**src/rtl/out_capture_pkg.sv**
```systemverilog
// Shared types and default sizes for the output-change capture block.
//   state_e : capture FSM states
//   entry_t : one logged change {stamp, data} at the default widths
package out_capture_pkg;

  localparam int unsigned DEF_DATA_W = 32;
  localparam int unsigned DEF_TS_W   = 16;
  localparam int unsigned DEF_DEPTH  = 8;

  typedef enum logic [1:0] {
    IDLE,
    PRIME,
    TRACK
  } state_e;

  typedef struct packed {
    logic [DEF_TS_W-1:0]   stamp;
    logic [DEF_DATA_W-1:0] data;
  } entry_t;

endpackage

```
**src/rtl/capture_fifo.sv**
```systemverilog
// Synchronous FIFO with a registered head entry.
//   clk_i, rst_ni      : clock, asynchronous active-low reset
//   push_i/push_data_i : write request and entry
//   pop_i              : consumer ready; pops only while the head is valid
//   full_o, empty_o    : occupancy flags
//   count_o            : number of stored entries (own register)
//   head_valid_o/head_data_o : registered head entry
module capture_fifo #(
  parameter int unsigned WIDTH = 48,
  parameter int unsigned DEPTH = 8
) (
  input  logic                       clk_i,
  input  logic                       rst_ni,
  input  logic                       push_i,
  input  logic [WIDTH-1:0]           push_data_i,
  input  logic                       pop_i,
  output logic                       full_o,
  output logic                       empty_o,
  output logic [$clog2(DEPTH):0]     count_o,
  output logic                       head_valid_o,
  output logic [WIDTH-1:0]           head_data_o
);

  localparam int unsigned PTR_W = $clog2(DEPTH);
  localparam int unsigned CNT_W = PTR_W + 1;
  localparam logic [CNT_W-1:0] DEPTH_C = CNT_W'(DEPTH);
  localparam logic [CNT_W-1:0] ONE_C   = CNT_W'(1);

  logic [WIDTH-1:0] mem_q [DEPTH];
  logic [PTR_W-1:0] wr_ptr_q, rd_ptr_q, rd_next;
  logic [CNT_W-1:0] count_q, count_d;
  logic             valid_q;
  logic [WIDTH-1:0] head_q, head_d;
  logic             push_acc, pop_acc;

  assign full_o  = (count_q == DEPTH_C);
  assign empty_o = (count_q == '0);
  assign rd_next = rd_ptr_q + 1'b1;

  assign pop_acc  = pop_i && valid_q;
  // A full FIFO still accepts a push when the head leaves in the same cycle.
  assign push_acc = push_i && (!full_o || pop_acc);

  always_comb begin
    count_d = count_q;
    case ({push_acc, pop_acc})
      2'b10:   count_d = count_q + ONE_C;
      2'b01:   count_d = count_q - ONE_C;
      default: count_d = count_q;
    endcase
  end

  // Head register tracks what mem[rd_ptr] will hold after this edge,
  // bypassing the incoming entry when it becomes the new head.
  always_comb begin
    head_d = head_q;
    if (pop_acc) begin
      if (count_q > ONE_C)  head_d = mem_q[rd_next];
      else if (push_acc)    head_d = push_data_i;
      else                  head_d = '0;
    end else if (push_acc && (count_q == '0)) begin
      head_d = push_data_i;
    end
  end

  always_ff @(posedge clk_i or negedge rst_ni) begin
    if (!rst_ni) begin
      wr_ptr_q <= '0;
      rd_ptr_q <= '0;
      count_q  <= '0;
      valid_q  <= 1'b0;
      head_q   <= '0;
    end else begin
      if (push_acc) wr_ptr_q <= wr_ptr_q + 1'b1;
      if (pop_acc)  rd_ptr_q <= rd_next;
      count_q <= count_d;
      valid_q <= (count_d != '0);
      head_q  <= head_d;
    end
  end

  always_ff @(posedge clk_i) begin
    if (push_acc) mem_q[wr_ptr_q] <= push_data_i;
  end

  assign count_o      = count_q;
  assign head_valid_o = valid_q;
  assign head_data_o  = head_q;

endmodule

```
**src/rtl/out_change_capture.sv**
```systemverilog
// Logs every change of a monitored value as a {timestamp, value} entry in a
// small FIFO read through a valid/ready port.
//   clk, reset (async, active-low)
//   sample_en : monitored value is meaningful (upstream left its initial state)
//   in_data   : monitored value
//   rd_ready  : consumer takes the head entry
//   clr_ovf   : clears sticky overflow (a simultaneous drop wins)
//   rd_valid, rd_data, rd_stamp : registered head entry
//   count     : stored entries
//   overflow  : sticky, a change was dropped while full
// Build option: OUT_CAPTURE_DEGLITCH_EN -- in TRACK a change is logged only
// after holding for 2 sampling edges, with the stamp of the first edge.
module out_change_capture
  import out_capture_pkg::*;
#(
  parameter int unsigned DATA_W = DEF_DATA_W,
  parameter int unsigned DEPTH  = DEF_DEPTH,
  parameter int unsigned TS_W   = DEF_TS_W
) (
  input  logic                    clk,
  input  logic                    reset,
  input  logic                    sample_en,
  input  logic [DATA_W-1:0]       in_data,
  input  logic                    rd_ready,
  input  logic                    clr_ovf,
  output logic                    rd_valid,
  output logic [DATA_W-1:0]       rd_data,
  output logic [TS_W-1:0]         rd_stamp,
  output logic [$clog2(DEPTH):0]  count,
  output logic                    overflow
);

  localparam int unsigned ENT_W = TS_W + DATA_W;
  localparam logic [TS_W-1:0] TS_MAX = '1;

  state_e            state_q, state_d;
  logic [TS_W-1:0]   stamp_q, stamp_d, stamp_inc;
  logic [DATA_W-1:0] last_q, last_d;
  logic              ovf_q, ovf_d;
  logic              push;
  logic [ENT_W-1:0]  push_entry;
  logic              fifo_full, fifo_empty, drop;
  logic [ENT_W-1:0]  head_data;

`ifdef OUT_CAPTURE_DEGLITCH_EN
  logic              pend_v_q, pend_v_d;
  logic [DATA_W-1:0] pend_data_q, pend_data_d;
  logic [TS_W-1:0]   pend_stamp_q, pend_stamp_d;
`endif

  assign stamp_inc = (stamp_q == TS_MAX) ? stamp_q : stamp_q + 1'b1;

  always_comb begin
    state_d    = state_q;
    stamp_d    = stamp_q;
    last_d     = last_q;
    push       = 1'b0;
    push_entry = {stamp_q, in_data};
`ifdef OUT_CAPTURE_DEGLITCH_EN
    pend_v_d     = pend_v_q;
    pend_data_d  = pend_data_q;
    pend_stamp_d = pend_stamp_q;
`endif
    case (state_q)
      IDLE: begin
        stamp_d = '0;
`ifdef OUT_CAPTURE_DEGLITCH_EN
        pend_v_d = 1'b0;
`endif
        if (sample_en) state_d = PRIME;
      end
      PRIME: begin
`ifdef OUT_CAPTURE_DEGLITCH_EN
        pend_v_d = 1'b0;
`endif
        if (!sample_en) begin
          state_d = IDLE;
          stamp_d = '0;
        end else begin
          push    = 1'b1;
          last_d  = in_data;
          stamp_d = stamp_inc;
          state_d = TRACK;
        end
      end
      TRACK: begin
        if (!sample_en) begin
          state_d = IDLE;
          stamp_d = '0;
        end else begin
          stamp_d = stamp_inc;
`ifdef OUT_CAPTURE_DEGLITCH_EN
          if (in_data == last_q) begin
            pend_v_d = 1'b0;
          end else if (pend_v_q && (in_data == pend_data_q)) begin
            push       = 1'b1;
            push_entry = {pend_stamp_q, in_data};
            last_d     = in_data;
            pend_v_d   = 1'b0;
          end else begin
            // New candidate (or a different one): restart the hold window.
            pend_v_d     = 1'b1;
            pend_data_d  = in_data;
            pend_stamp_d = stamp_q;
          end
`else
          if (in_data != last_q) begin
            push   = 1'b1;
            last_d = in_data;
          end
`endif
        end
      end
      default: state_d = IDLE;
    endcase
  end

  assign drop  = push && fifo_full && !(rd_ready && !fifo_empty);
  assign ovf_d = drop ? 1'b1 : (clr_ovf ? 1'b0 : ovf_q);

  always_ff @(posedge clk or negedge reset) begin
    if (!reset) begin
      state_q <= IDLE;
      stamp_q <= '0;
      last_q  <= '0;
      ovf_q   <= 1'b0;
    end else begin
      state_q <= state_d;
      stamp_q <= stamp_d;
      last_q  <= last_d;
      ovf_q   <= ovf_d;
    end
  end

`ifdef OUT_CAPTURE_DEGLITCH_EN
  always_ff @(posedge clk or negedge reset) begin
    if (!reset) begin
      pend_v_q     <= 1'b0;
      pend_data_q  <= '0;
      pend_stamp_q <= '0;
    end else begin
      pend_v_q     <= pend_v_d;
      pend_data_q  <= pend_data_d;
      pend_stamp_q <= pend_stamp_d;
    end
  end
`endif

  capture_fifo #(
    .WIDTH (ENT_W),
    .DEPTH (DEPTH)
  ) u_fifo (
    .clk_i        (clk),
    .rst_ni       (reset),
    .push_i       (push),
    .push_data_i  (push_entry),
    .pop_i        (rd_ready),
    .full_o       (fifo_full),
    .empty_o      (fifo_empty),
    .count_o      (count),
    .head_valid_o (rd_valid),
    .head_data_o  (head_data)
  );

  assign rd_stamp = head_data[ENT_W-1:DATA_W];
  assign rd_data  = head_data[DATA_W-1:0];
  assign overflow = ovf_q;

endmodule

```
**config.mk**
```make
export PLATFORM = sky130hd
export DESIGN_NAME = out_change_capture
export DESIGN_NICKNAME = d
export VERILOG_FILES = /design/src/rtl/out_capture_pkg.sv /design/src/rtl/capture_fifo.sv /design/src/rtl/out_change_capture.sv
export SDC_FILE = /design/constraint.sdc
export NUM_CORES = 1
export LEC_CHECK = 0
export ABC_CLOCK_PERIOD_IN_PS = 9750
export BUFFER_PORTS_ARGS = -buffer_cell sky130_fd_sc_hd__buf_2
export CAP_MARGIN = 20
export CORE_MARGIN = 1
export CORE_UTILIZATION = 44
export DETAILED_ROUTE_END_ITERATION = 10
export PLACE_DENSITY_LB_ADDON = 0.25
export RECOVER_POWER = 100
export SLEW_MARGIN = 20
export SYNTH_ARGS = -nofsm -noshare
export SYNTH_HDL_FRONTEND = slang
export SYNTH_HIERARCHICAL = 1
export SYNTH_SLANG_ARGS = --single-unit
```
**constraint.sdc**
```tcl
create_clock -name clk -period 9.75 [get_ports clk]
set_input_delay 0.4875 -clock clk [delete_from_list [all_inputs] [get_ports clk]]
set_output_delay 0.4875 -clock clk [all_outputs]
set_load 0.05 [all_outputs]
```
After elaboration in Yosys (flattened, before gate mapping)
Memory sizes are Yosys's and may differ from the RTL's.
Index checks and enable logic that the tools add are counted.
Storage, ports and cells
  register bits after elaboration: 110
  bits in writable memories: 384
  bits of input ports: 37
  output and inout port bits: 54
  logic and storage cells: 74
  memories: 1
Cells by class
  add/sub/neg operators: 5
  magnitude comparators: 1
  equality and inequality tests: 13
  multiplexer cells: 24
  reduce and logical (&&, ||, !) cells: 21
Memories
  u_fifo.mem_q: depth 8, width 48, read ports 1, clocked after memory_dff 0, write ports 1, line capture_fifo.sv:29  | logic [WIDTH-1:0] mem_q [DEPTH];
Operator list (count)
  two-way mux 48 bit: 4
  two-way mux 32 bit: 3
  one-hot mux 32 bit (2 select lines): 1
  two-way mux 16 bit: 2
  != test 32 bit: 1
  one-hot mux 16 bit (2 select lines): 1
  adder 16 x 1 -> 16 bit, second input constant: 1
  equality test 16 bit, second input constant: 1
  != test 2 bit, second input constant: 5
  one-hot mux 4 bit (2 select lines): 1
  nonzero test 2 bit: 4
  two-way mux 1 bit: 7
  adder 3 x 1 -> 3 bit, second input constant: 2
  logical AND 1 bit: 6
  two-way mux 2 bit: 3
  one-hot mux 2 bit (3 select lines): 1
  adder 4 x 1 -> 4 bit, second input constant: 1
  equality test 2 x 1 -> 1 bit, second input constant: 2
  equality test 2 bit, second input constant: 2
  equality test 4 bit, second input constant: 1
  greater-than comparator 4 x 1 -> 1 bit, second input constant: 1
  logical NOT 4 bit: 1
  AND reduction 2 bit: 2
  AND reduction 4 bit: 1
  other kinds (8): 10

Depth between registers and ports, before layout
Gate-level depths: netlist (run 1).
  depth in word-level cells: 8
  gate-level depth with buffers: 12
  gate-level depth less buffers: 12

Hierarchy
Netlist (run 1), hierarchy kept.
Modules (own cells, without submodules)
  capture_fifo: times used 1, cells an instance 1024, area an instance 17402.9 um^2, sequential area each 13007.5 um^2
  out_change_capture: times used 1, cells an instance 232, area an instance 2660.1 um^2, sequential area each 1276.2 um^2

Least setup slack after synthesis (run 1)
No wires, ideal clock.
  path type: register -> register
  start point: reg u_fifo.count_q[0], in the netlist u_fifo/count_o[0]
  end point: mem u_fifo.mem_q[0][0], enable pin
  setup time: 573 ps
  arrival: 6185 ps
  data required time: 9177 ps
  slack: 2992 ps
  stages on the path, launching flop included: 7
  buffers on the path: 0
  period minus slack after synthesis: 6758 ps
  cells stage by stage: dfrtp_1 inv_1 ha_1 nand3b_1 o21a_1 clkinv_1 nor4_1
Between the ends
  cells in the longest elaborated chain, start to end: 6
Ends and longest elaborated chain
  from (decl): line capture_fifo.sv:31  | logic [CNT_W-1:0] count_q, count_d;
  from (signal assigned): line capture_fifo.sv:76  | count_q <= count_d;
  equality test 4 bit: line capture_fifo.sv:36  | assign full_o = (count_q == DEPTH_C);
  logical NOT 1 bit: line capture_fifo.sv:42  | assign push_acc = push_i && (!full_o || pop_acc);
  logical OR 1 bit: line capture_fifo.sv:42
  logical AND 1 bit: line capture_fifo.sv:42
  two-way mux 1 bit: line capture_fifo.sv:83  | if (push_acc) mem_q[wr_ptr_q] <= push_data_i;
  two-way mux 1 bit (implied by the code): line capture_fifo.sv:83
  to (decl): line capture_fifo.sv:29
No other way between the ends.

Worst setup path after layout (run 1)
  start point: reg u_fifo.rd_ptr_q[0]
  end point: reg u_fifo.head_q[24], in the netlist u_fifo/head_data_o[24]
Between the ends
  cells in the longest elaborated chain, start to end: 4
Ends and longest elaborated chain
  from (decl): line capture_fifo.sv:30  | logic [PTR_W-1:0] wr_ptr_q, rd_ptr_q, rd_next;
  from (signal assigned): line capture_fifo.sv:75  | if (pop_acc) rd_ptr_q <= rd_next;
  adder 3 x 1 -> 3 bit: line capture_fifo.sv:38  | assign rd_next = rd_ptr_q + 1'b1;
  via u_fifo.rd_next[1]: line capture_fifo.sv:30
  memory (8 x 48 bit)
  two-way mux 48 bit: line capture_fifo.sv:58  | if (count_q > ONE_C) head_d = mem_q[rd_next];
  two-way mux 48 bit: line capture_fifo.sv:57  | if (pop_acc) begin
  to (signal assigned): line capture_fifo.sv:72  | head_q <= '0;
  to (signal assigned): line capture_fifo.sv:78  | head_q <= head_d;
  to (decl): line capture_fifo.sv:33  | logic [WIDTH-1:0] head_q, head_d;
The timed path passes the listed nets, and every way through them passes these cells.
A chain may end at the register's enable or synchronous reset.

==> results of run 1 <==
==> metal layers <==
metal / share of wire [%] / routed length, um
met5: 0.046 / 22
met4: 1.8 / 873
met3: 6.3 / 3010
met2: 45 / 21300
met1: 47 / 22400
==> cells in the mapped netlist, types with 2 or more instances <==
cell type,n,share of area (%)
a2111oi_0,98,4.3
a21oi_1,8,0.20
a221o_1,49,2.4
a22o_1,3,0.13
a22oi_1,48,1.8
a31oi_1,3,0.094
and2_1,4,0.12
buf_2,20,0.50
buf_4,3,0.11
buf_6,3,0.17
clkbuf_1,57,1.1
dfrtp_1,110,14
edfxtp_1,384,57
ha_1,13,0.81
inv_1,15,0.28
mux2_2,33,1.9
mux2i_1,97,4.8
nand2_1,24,0.45
nand2b_1,4,0.12
nand3_1,8,0.20
nand4_1,4,0.12
nand4b_1,2,0.087
nor2_1,16,0.30
nor2b_1,96,3.0
nor3_1,6,0.15
nor4_1,10,0.31
o21a_1,2,0.075
o21ai_0,15,0.37
o31ai_1,52,1.9
or4_1,3,0.11
xnor2_1,8,0.35
xor2_1,35,1.5
==> per-stage QoR <==
step           power (mW)  cells  utilization [%]  hold slack (ps)  area, um^2
2_1_floorplan        4.77   1256                -              192       20100
6_report             7.48   1970             50.8              178       22700
3_5_place_dp         5.57   1872             47.4              502       21100
4_1_cts              7.56   1970             51.3             42.7       22900
5_1_grt              7.85   1970             50.8              177       22700
3_3_place_gp         5.53   1872             47.4              496       21100
==> worst max path at each step <==
stage | startpoint | to | slack [ps] | depth (start not counted)
after floorplan | u_fifo/count_o[0] | u_fifo/mem_q[0][0] | 2990 | 6
after global placement | in_data[28] | u_fifo/head_valid_o | 5750 | 12
after detailed placement | in_data[28] | u_fifo/head_valid_o | 5720 | 12
after CTS | u_fifo/rd_ptr_q[0] | u_fifo/head_data_o[24] | 6030 | 6
after global routing | u_fifo/rd_ptr_q[0] | u_fifo/head_data_o[22] | 3170 | 5
final | u_fifo/rd_ptr_q[0] | u_fifo/head_data_o[24] | 3550 | 6
==> cell usage in the layout, fill, tap and decap left out, types with 13 or more instances in the layout <==
cell       synthesis  routed
nand2_1           24      24
a221o_1           49      49
o21ai_0           15      15
edfxtp_1         384     384
mux2_2            33      33
nor2_1            16      13
nor2b_1           96      96
clkbuf_1          57     113
dfrtp_1          110     110
inv_1             15      15
o31ai_1           52      51
a2111oi_0         98      99
clkbuf_16          0      54
a22oi_1           48      48
ha_1              13      13
mux2i_1           97      97
xor2_1            35      34
==> kinds of logic after synthesis <==
group | count (synthesis) | share of synthesized area (%)
buffers and inverters | 100 | 2.17
adder cells (fa/ha/maj) | 13 | 0.811
AO/OA/AOI/OAI | 288 | 11.8
flip-flops | 494 | 71.2
AND/OR/NAND/NOR | 188 | 5.47
multiplexers | 130 | 6.69
XOR/XNOR | 43 | 1.88
==> report_power, final <==
| group | internal (mW) | total [mW] | switching (mW) |
|---|---|---|---|
| Combinational | 0.915 | 2.74 | 1.83 |
| Clock | 1.18 | 1.97 | 0.794 |
| Sequential | 2.55 | 2.77 | 0.219 |
==> final cells by class <==
type,instances,area [um^2],share of cell area [%]
clock buffers,79,1520,6.68
multi-input cells,662,5420,23.9
flip-flops and latches,494,14300,63.0
well taps,592,741,3.27
clock inverters,19,211,0.932
repair buffers,108,447,1.97
inverters,16,60.1,0.265
==> flip-flops by register name, indices dropped and copies added, names as in the netlist <==
signal               flops
u_fifo/count_o           4
stamp_q                 16
overflow                 1
u_fifo/head_data_o      48
state_q                  2
last_q                  32
u_fifo/wr_ptr_q          3
u_fifo/mem_q           384
u_fifo/rd_ptr_q          3
u_fifo/head_valid_o      1
==> worst register-to-register path: cells and delay by family, from the launching register on <==
| kind | cells | cell delay (ps) |
|---|---|---|
| DFF | 1 | 2010 |
| adders and majority gates | 1 | 2010 |
| buffers and inverters | 1 | 1070 |
| AOI/OAI and AO/OA | 3 | 830 |
| and+or+nand+nor | 1 | 140 |
==> results by group, run 1 <==
Clock tree
  – Clk Tree Root Cell: clkbuf_16
  – Clk_lat worst skew: 590 ps
  – # resized after CTS: 0
  – Post-CTS Hold Fix Bufs: 0
  – H-tree Lvls: 2
  – Clock tree from TritonCTS: built
  – CTS clk-pin slew, worst paths: 60 ps
  – Max clock buf depth: 3
  – CTS buffer count: 52
  – Setup Buffers After CTS: 0
  – Sink Count: 494

Pwr
  – Pwr dens: 330 nW/um^2
  – Leak pwr: 7.89 nW
  – Peak VDD IR: 0.000306 V

Synthesis
  – Post-synth EDFFs: 384
  – Ys Warns: 6
  – Top FF cell, synth: edfxtp_1
  – Cells after synthesis: 1,256
  – Yosys cell types: 55
  – Yosys reg bits: 494
  – Post-synth ARST share: 22.3%
  – Mapped Area: 20,100 um^2
  – Register area share after synthesis: 71.2%
  – Avg Inst Size Synth: 16.0 um^2
  – Net Count, Synth: 1,306

Global routing
  – Vias in the first global route: 11,800
  – First-pass GRT wire length: 73,100 um
  – Most Crowded Layer GR: met2
  – Total grt overflow: 0
  – Met1 GRT Util: 30.5%
  – Initial antenna violation count: 3
  – Routing usage on met3: 4.55%
  – GR Layer Usage met2: 31.0%
  – Largest net degree at the start of global routing: 89
  – GRT Util Overall: 20.8%

Critical path
  – Slowest-stage cell, CP: dfrtp_1
  – Endpoint type of the worst setup path: register
  – Reg2reg setup slack: 3550 ps
  – Critical path's top delay family: flip-flops
  – Critical-path maximum fanout: 88
  – Cell Chain, Critical Path: ha_1, buf_4, nor2b_1, a2111oi_0, a221o_1, o31ai_1
  – Crit path largest cell delay: 2010 ps
  – Critical path class: register to register
  – Critical path launch point type: register
  – Worst EP arrival: 6640 ps
  – R2r startpoint: u_fifo/rd_ptr_q[0]
  – Reg2Reg Depth: 6
  – Crit path buf inv count: 1
  – Worst reg2reg endpoint: u_fifo/head_data_o[24]
  – Worst EP required: 10,180 ps

STA
  – RSZ-0062 raised after global routing: false
  – Slew of the pin with the lowest slew margin: 4020 ps
  – Fin crit share: 63.6%
  – Final slew viol count: 602
  – Max Fclk: 161 MHz
  – Rel. slew slack: -168%
  – Setup total negative slack: 0 ps
  – Setup violators final: 0
  – Min Tclk post-route: 6200 ps
  – Final worst slack: 3550 ps
  – Final hold vios: 0
  – Clock Skew: 21.2 ps

Floorplanning
  – Site Rows: 77
  – Die ar.: 46,500 um^2
  – Core area: 44,600 um^2
  – Starting Density: 45.0%
  – Chip Width: 216 um
  – Die H: 216 um
  – # IOs: 91

Worst hold path
  – Hold Crit Start: sample_en
  – WHS Path Cells: 2
  – Worst min path class: input pin to register
  – Hold endpoint: state_q[1]

Routing
  – Via count: 11,600
  – Final ANT Viol Nets: 0
  – DR iter-0 viols: 972
  – DR pass1 iterations: 7
  – WL final: 47,600 um
  – # DRC: 0
  – Via-per-instance ratio: 5.91
  – WL per Instance: 24.1 um

Placement
  – Dpl ws: 5720 ps
  – RePlAce Congestion: 0.791
  – # port buffers: 90
  – DP Wirelength: 23,300 um

Status
  – Status: complete, but fails checks
  – Violated checks: max-capacitance violations, max-slew violations

Flow run
  – MaxCap Viol Count: 12

Layout
  – Fin nets: 1,384
  – Area growth, synth to finish: 13.0%
  – Fraction of layout cells with a size suffix above 1: 10.0%
  – Fill cells: 3,737
  – Diodes inserted: 0
No activity file was read; power rests on OpenSTA's default activity.
==> run 2, diff against run 1 <==
--- a/config.mk
+++ b/config.mk
@@ -5,7 +5,8 @@
 export SDC_FILE = /design/constraint.sdc
 export NUM_CORES = 1
 export LEC_CHECK = 0
-export ABC_CLOCK_PERIOD_IN_PS = 9750
+export ABC_AREA = 1
+export ABC_CLOCK_PERIOD_IN_PS = 5900
 export BUFFER_PORTS_ARGS = -buffer_cell sky130_fd_sc_hd__buf_2
 export CAP_MARGIN = 20
 export CORE_MARGIN = 1
==> constraint.sdc (replaced) <==
create_clock -name clk -period 5.9 [get_ports clk]
set_input_delay 0.295 -clock clk [delete_from_list [all_inputs] [get_ports clk]]
set_output_delay 0.295 -clock clk [all_outputs]
set_load 0.05 [all_outputs]
==> results by group, run 2 <==
Pwr
  – Net Sw Frac: 41.4% (was 38.0%)
  – Combinational fraction of design power: 38.5% (was 36.7%)
  – Leak pwr: 11.0 nW (was 7.89 nW)
  – Int Pwr: 7.69 mW (was 4.64 mW)
  – Pwr dens: 522 nW/um^2 (was 330 nW/um^2)
  – Peak VDD IR: 0.000421 V (was 0.000306 V)
  – Clk pwr share: 26.7% (was 26.4%)
  – Psw: 5.42 mW (was 2.84 mW)
  – Sequential power share: 34.8% (was 37.0%)

STA
  – Clock Skew: 18.4 ps (was 21.2 ps)
  – Fin crit share: 78.6%
  – Min Tclk post-route: 4640 ps
  – Rel. slew slack: -137% (was -168%)
  – Slew of the pin with the lowest slew margin: 3550 ps (was 4020 ps)
  – Final slew viol count: 152 (was 602)
  – Max Fclk: 216 MHz
  – Final hold vios: 0 (unchanged)
  – Setup violators final: 0 (unchanged)
  – Worst hold margin: 108 ps (was 178 ps)
  – Setup total negative slack: 0 ps (unchanged)
  – RSZ-0062 raised after global routing: false (unchanged)

Floorplanning
  – Die ar.: 51,700 um^2 (was 46,500 um^2)
  – # IOs: 91 (unchanged)
  – Starting Density: 44.5% (was 45.0%)
  – Chip Width: 227 um (was 216 um)
  – Die H: 227 um (was 216 um)
  – Site Rows: 82 (was 77)
  – Core area: 50,200 um^2 (was 44,600 um^2)

Critical path
  – Crit path largest cell delay: 930 ps (was 2010 ps)
  – Worst EP required: 6110 ps (was 10,180 ps)
  – Cell Chain, Critical Path: dlygate4sd3_1, clkbuf_1, inv_1, nand2_1, nand2_1, nand2_1, nor2_1, nand2_1, nor2_1, nand2_1, nand2_1, a21oi_1, o21ai_2, inv_1, nand2_1, nor2_4, clkbuf_1 (was ha_1, buf_4, nor2b_1, a2111oi_0, a221o_1, o31ai_1)
  – Endpoint type of the worst setup path: register (unchanged)
  – Crit path buf inv count: 5 (was 1)
  – Worst EP arrival: 4850 ps (was 6640 ps)
  – CP dominant cell by count: nand2_1
  – Slowest-stage cell, CP: clkbuf_1 (was dfrtp_1)
  – Critical path class: input pin to register (was register to register)
  – Critical path launch point type: input pin (was register)
  – Critical path's top delay family: buffers and inverters (was flip-flops)
  – Critical-path maximum fanout: 26 (was 88)

Synthesis
  – Mapped Area: 22,300 um^2 (was 20,100 um^2)
  – Register area share after synthesis: 63.9% (was 71.2%)
  – Post-synth top cells: nand2_1, inv_1, edfxtp_1 (was edfxtp_1, dfrtp_1, a2111oi_0)
  – Largest family of logic cells by synthesized area: simple AND/OR/NAND/NOR gates (was compound AO/OA/AOI/OAI gates)
  – Top cells by area, synth: edfxtp_1, dfrtp_1, nand2_1 (was edfxtp_1, dfrtp_1, mux2i_1)
  – Largest area contributor in the netlist: edfxtp_1 (unchanged)
  – Synth Area in Compound Gates: 2.09% (was 11.8%)
  – Top FF cell, synth: edfxtp_1 (unchanged)
  – Post-synth ARST share: 22.3% (unchanged)
  – Yosys reg bits: 494 (unchanged)
  – Most common cell in the synthesized netlist: nand2_1 (was edfxtp_1)
  – Synth Area in Adders: 0.728% (was 0.811%)
  – Ys Warns: 6 (unchanged)
  – Post-Synth Simple-Gate Area: 22.7% (was 5.47%)
  – Synth Area in XOR/XNOR: 1.29% (was 1.88%)
  – Avg Inst Size Synth: 9.58 um^2 (was 16.0 um^2)
  – Post-synth top area share: 51.6% (was 57.5%)
  – Yosys cell types: 35 (was 55)
  – Post-synth EDFFs: 384 (unchanged)
  – Cells after synthesis: 2,332 (was 1,256)
  – Net Count, Synth: 2,382 (was 1,306)
  – Mux contribution to synthesized area: 0% (was 6.69%)

Layout
  – Most flops, register: u_fifo/mem_q (unchanged)
  – Area of the multi-input gates: 6050 um^2 (was 5420 um^2)
  – Post-Route Utilization: 50.1% (was 50.8%)
  – Fin nets: 2,451 (was 1,384)
  – Diodes inserted: 0 (unchanged)
  – Seq. cell area: 14,300 um^2 (unchanged)
  – Fill cells: 4,519 (was 3,737)
  – Fraction of layout cells with a size suffix above 1: 5.81% (was 10.0%)
  – Max reg flops: 384 (unchanged)
  – Most frequent cells in the layout: nand2_1, inv_1, edfxtp_1 (was edfxtp_1, clkbuf_1, dfrtp_1)
  – Area growth, synth to finish: 12.5% (was 13.0%)
  – Most common cell after layout, fill and taps aside: nand2_1 (was edfxtp_1)
  – Non-filler cells in the finished layout: 3,117 (was 1,970)

Placement
  – RePlAce Congestion: 0.826 (was 0.791)
  – DP Wirelength: 30,400 um (was 23,300 um)
  – # placed instances: 3,012 (was 1,872)
  – # port buffers: 90 (unchanged)

Routing
  – Via-per-instance ratio: 5.05 (was 5.91)
  – DR pass1 iterations: 7 (unchanged)
  – DR iter-0 viols: 1,217 (was 972)
  – Final ANT Viol Nets: 0 (unchanged)
  – WL final: 54,200 um (was 47,600 um)
  – Via count: 15,700 (was 11,600)
  – WL per Instance: 17.4 um (was 24.1 um)
  – # DRC: 0 (unchanged)

Global routing
  – Largest net degree at the start of global routing: 97 (was 89)
  – Total grt overflow: 0 (unchanged)
  – GRT Util Overall: 21.4% (was 20.8%)
  – Initial antenna violation count: 1 (was 3)
  – Vias in the first global route: 15,100 (was 11,800)
  – First-pass GRT wire length: 85,200 um (was 73,100 um)

Status
  – Status: complete, but fails checks (unchanged)
  – Violated checks: max-capacitance violations, max-slew violations (unchanged)

Worst hold path
  – Worst min path class: input pin to register (unchanged)

Clock tree
  – Clk_lat worst skew: 600 ps (was 590 ps)
  – CTS clk-pin slew, worst paths: 60 ps (about the same)
  – Setup Buffers After CTS: 0 (unchanged)
  – Max clock buf depth: 3 (unchanged)
  – H-tree Lvls: 2 (unchanged)
  – Clk Tree Root Cell: clkbuf_16 (unchanged)
  – Clock tree from TritonCTS: built (unchanged)
  – Sink Count: 494 (unchanged)
  – CTS buffer count: 52 (unchanged)

Flow run
  – MaxCap Viol Count: 3 (was 12)
run 2: kinds of logic (layout without fill, tap and decap cells):
family,Yosys count,count (layout)
buffers and inverters,509,622
adder cells (fa/ha/maj),13,13
flip-flops,494,494
XOR/XNOR,33,33
AO/OA/AOI/OAI,86,86
AND/OR/NAND/NOR,1197,1197
run 2: metrics by stage:
stage / power (mW) / setup slack [ps] / instance area (um^2)
after CTS: 13.3 / 1950 / 25300
after detailed placement: 9.73 / 1790 / 23400
after floorplan: 8.32 / 1730 / 22300
after global routing: 13.9 / 784 / 25100
after global placement: 9.63 / 1940 / 23400
final: 13.1 / 1260 / 25100
run 2: power by group through the flow:
stage	sequential, mW	combinational (mW)	clock (mW)
after floorplan	5.14	3.18	0
after global placement	4.61	5.02	0
after detailed placement	4.64	5.09	0
after CTS	4.57	5.12	3.57
after global routing	4.63	5.60	3.69
final	4.57	5.05	3.50
run 2: worst paths after layout:
| check | start | endpoint | slack (ps) | depth (start not counted) |
|---|---|---|---|---|
| hold reg to reg | overflow | overflow | 490 | 2 |
| setup / recovery | in_data[5] | u_fifo/mem_q[3][9] | 1260 | 17 |
| min in group asynchronous | reset | u_fifo/count_o[3] | 1470 | 2 |
| max in group asynchronous | reset | u_fifo/head_data_o[17] | 2170 | 3 |
| setup reg to reg | last_q[10] | u_fifo/mem_q[3][9] | 1430 | 13 |
| hold / removal | rd_ready | overflow | 110 | 4 |
run 2: layout make-up:
cell class	count	share of cell area [%]
clock inverter	29	1.53
clock buffer	69	5.83
inverter	400	6.00
tap	672	3.35
timing repair buffer	124	2.38
sequential	494	56.8
multi-input combinational	1329	24.1
run 2: timing repair:
| item | CTS | global route |
|---|---|---|
| hold endpoints to repair | 89 | 0 |
| hold buffers | 7 | 0 |
| resized for setup | 0 | 0 |
run 2: routing by layer:
layer	GRT usage, %	wire length [um]
met1	29.5	24100
met2	35.6	26000
met3	3.21	3190
met4	5.52	920
met5	0	10
run 2: worst min-delay path: cells and delay by family:
family / cells / cell delay [ps]
simple gates: 2 / 180
compound gates: 1 / 80
buf+inv: 1 / 110
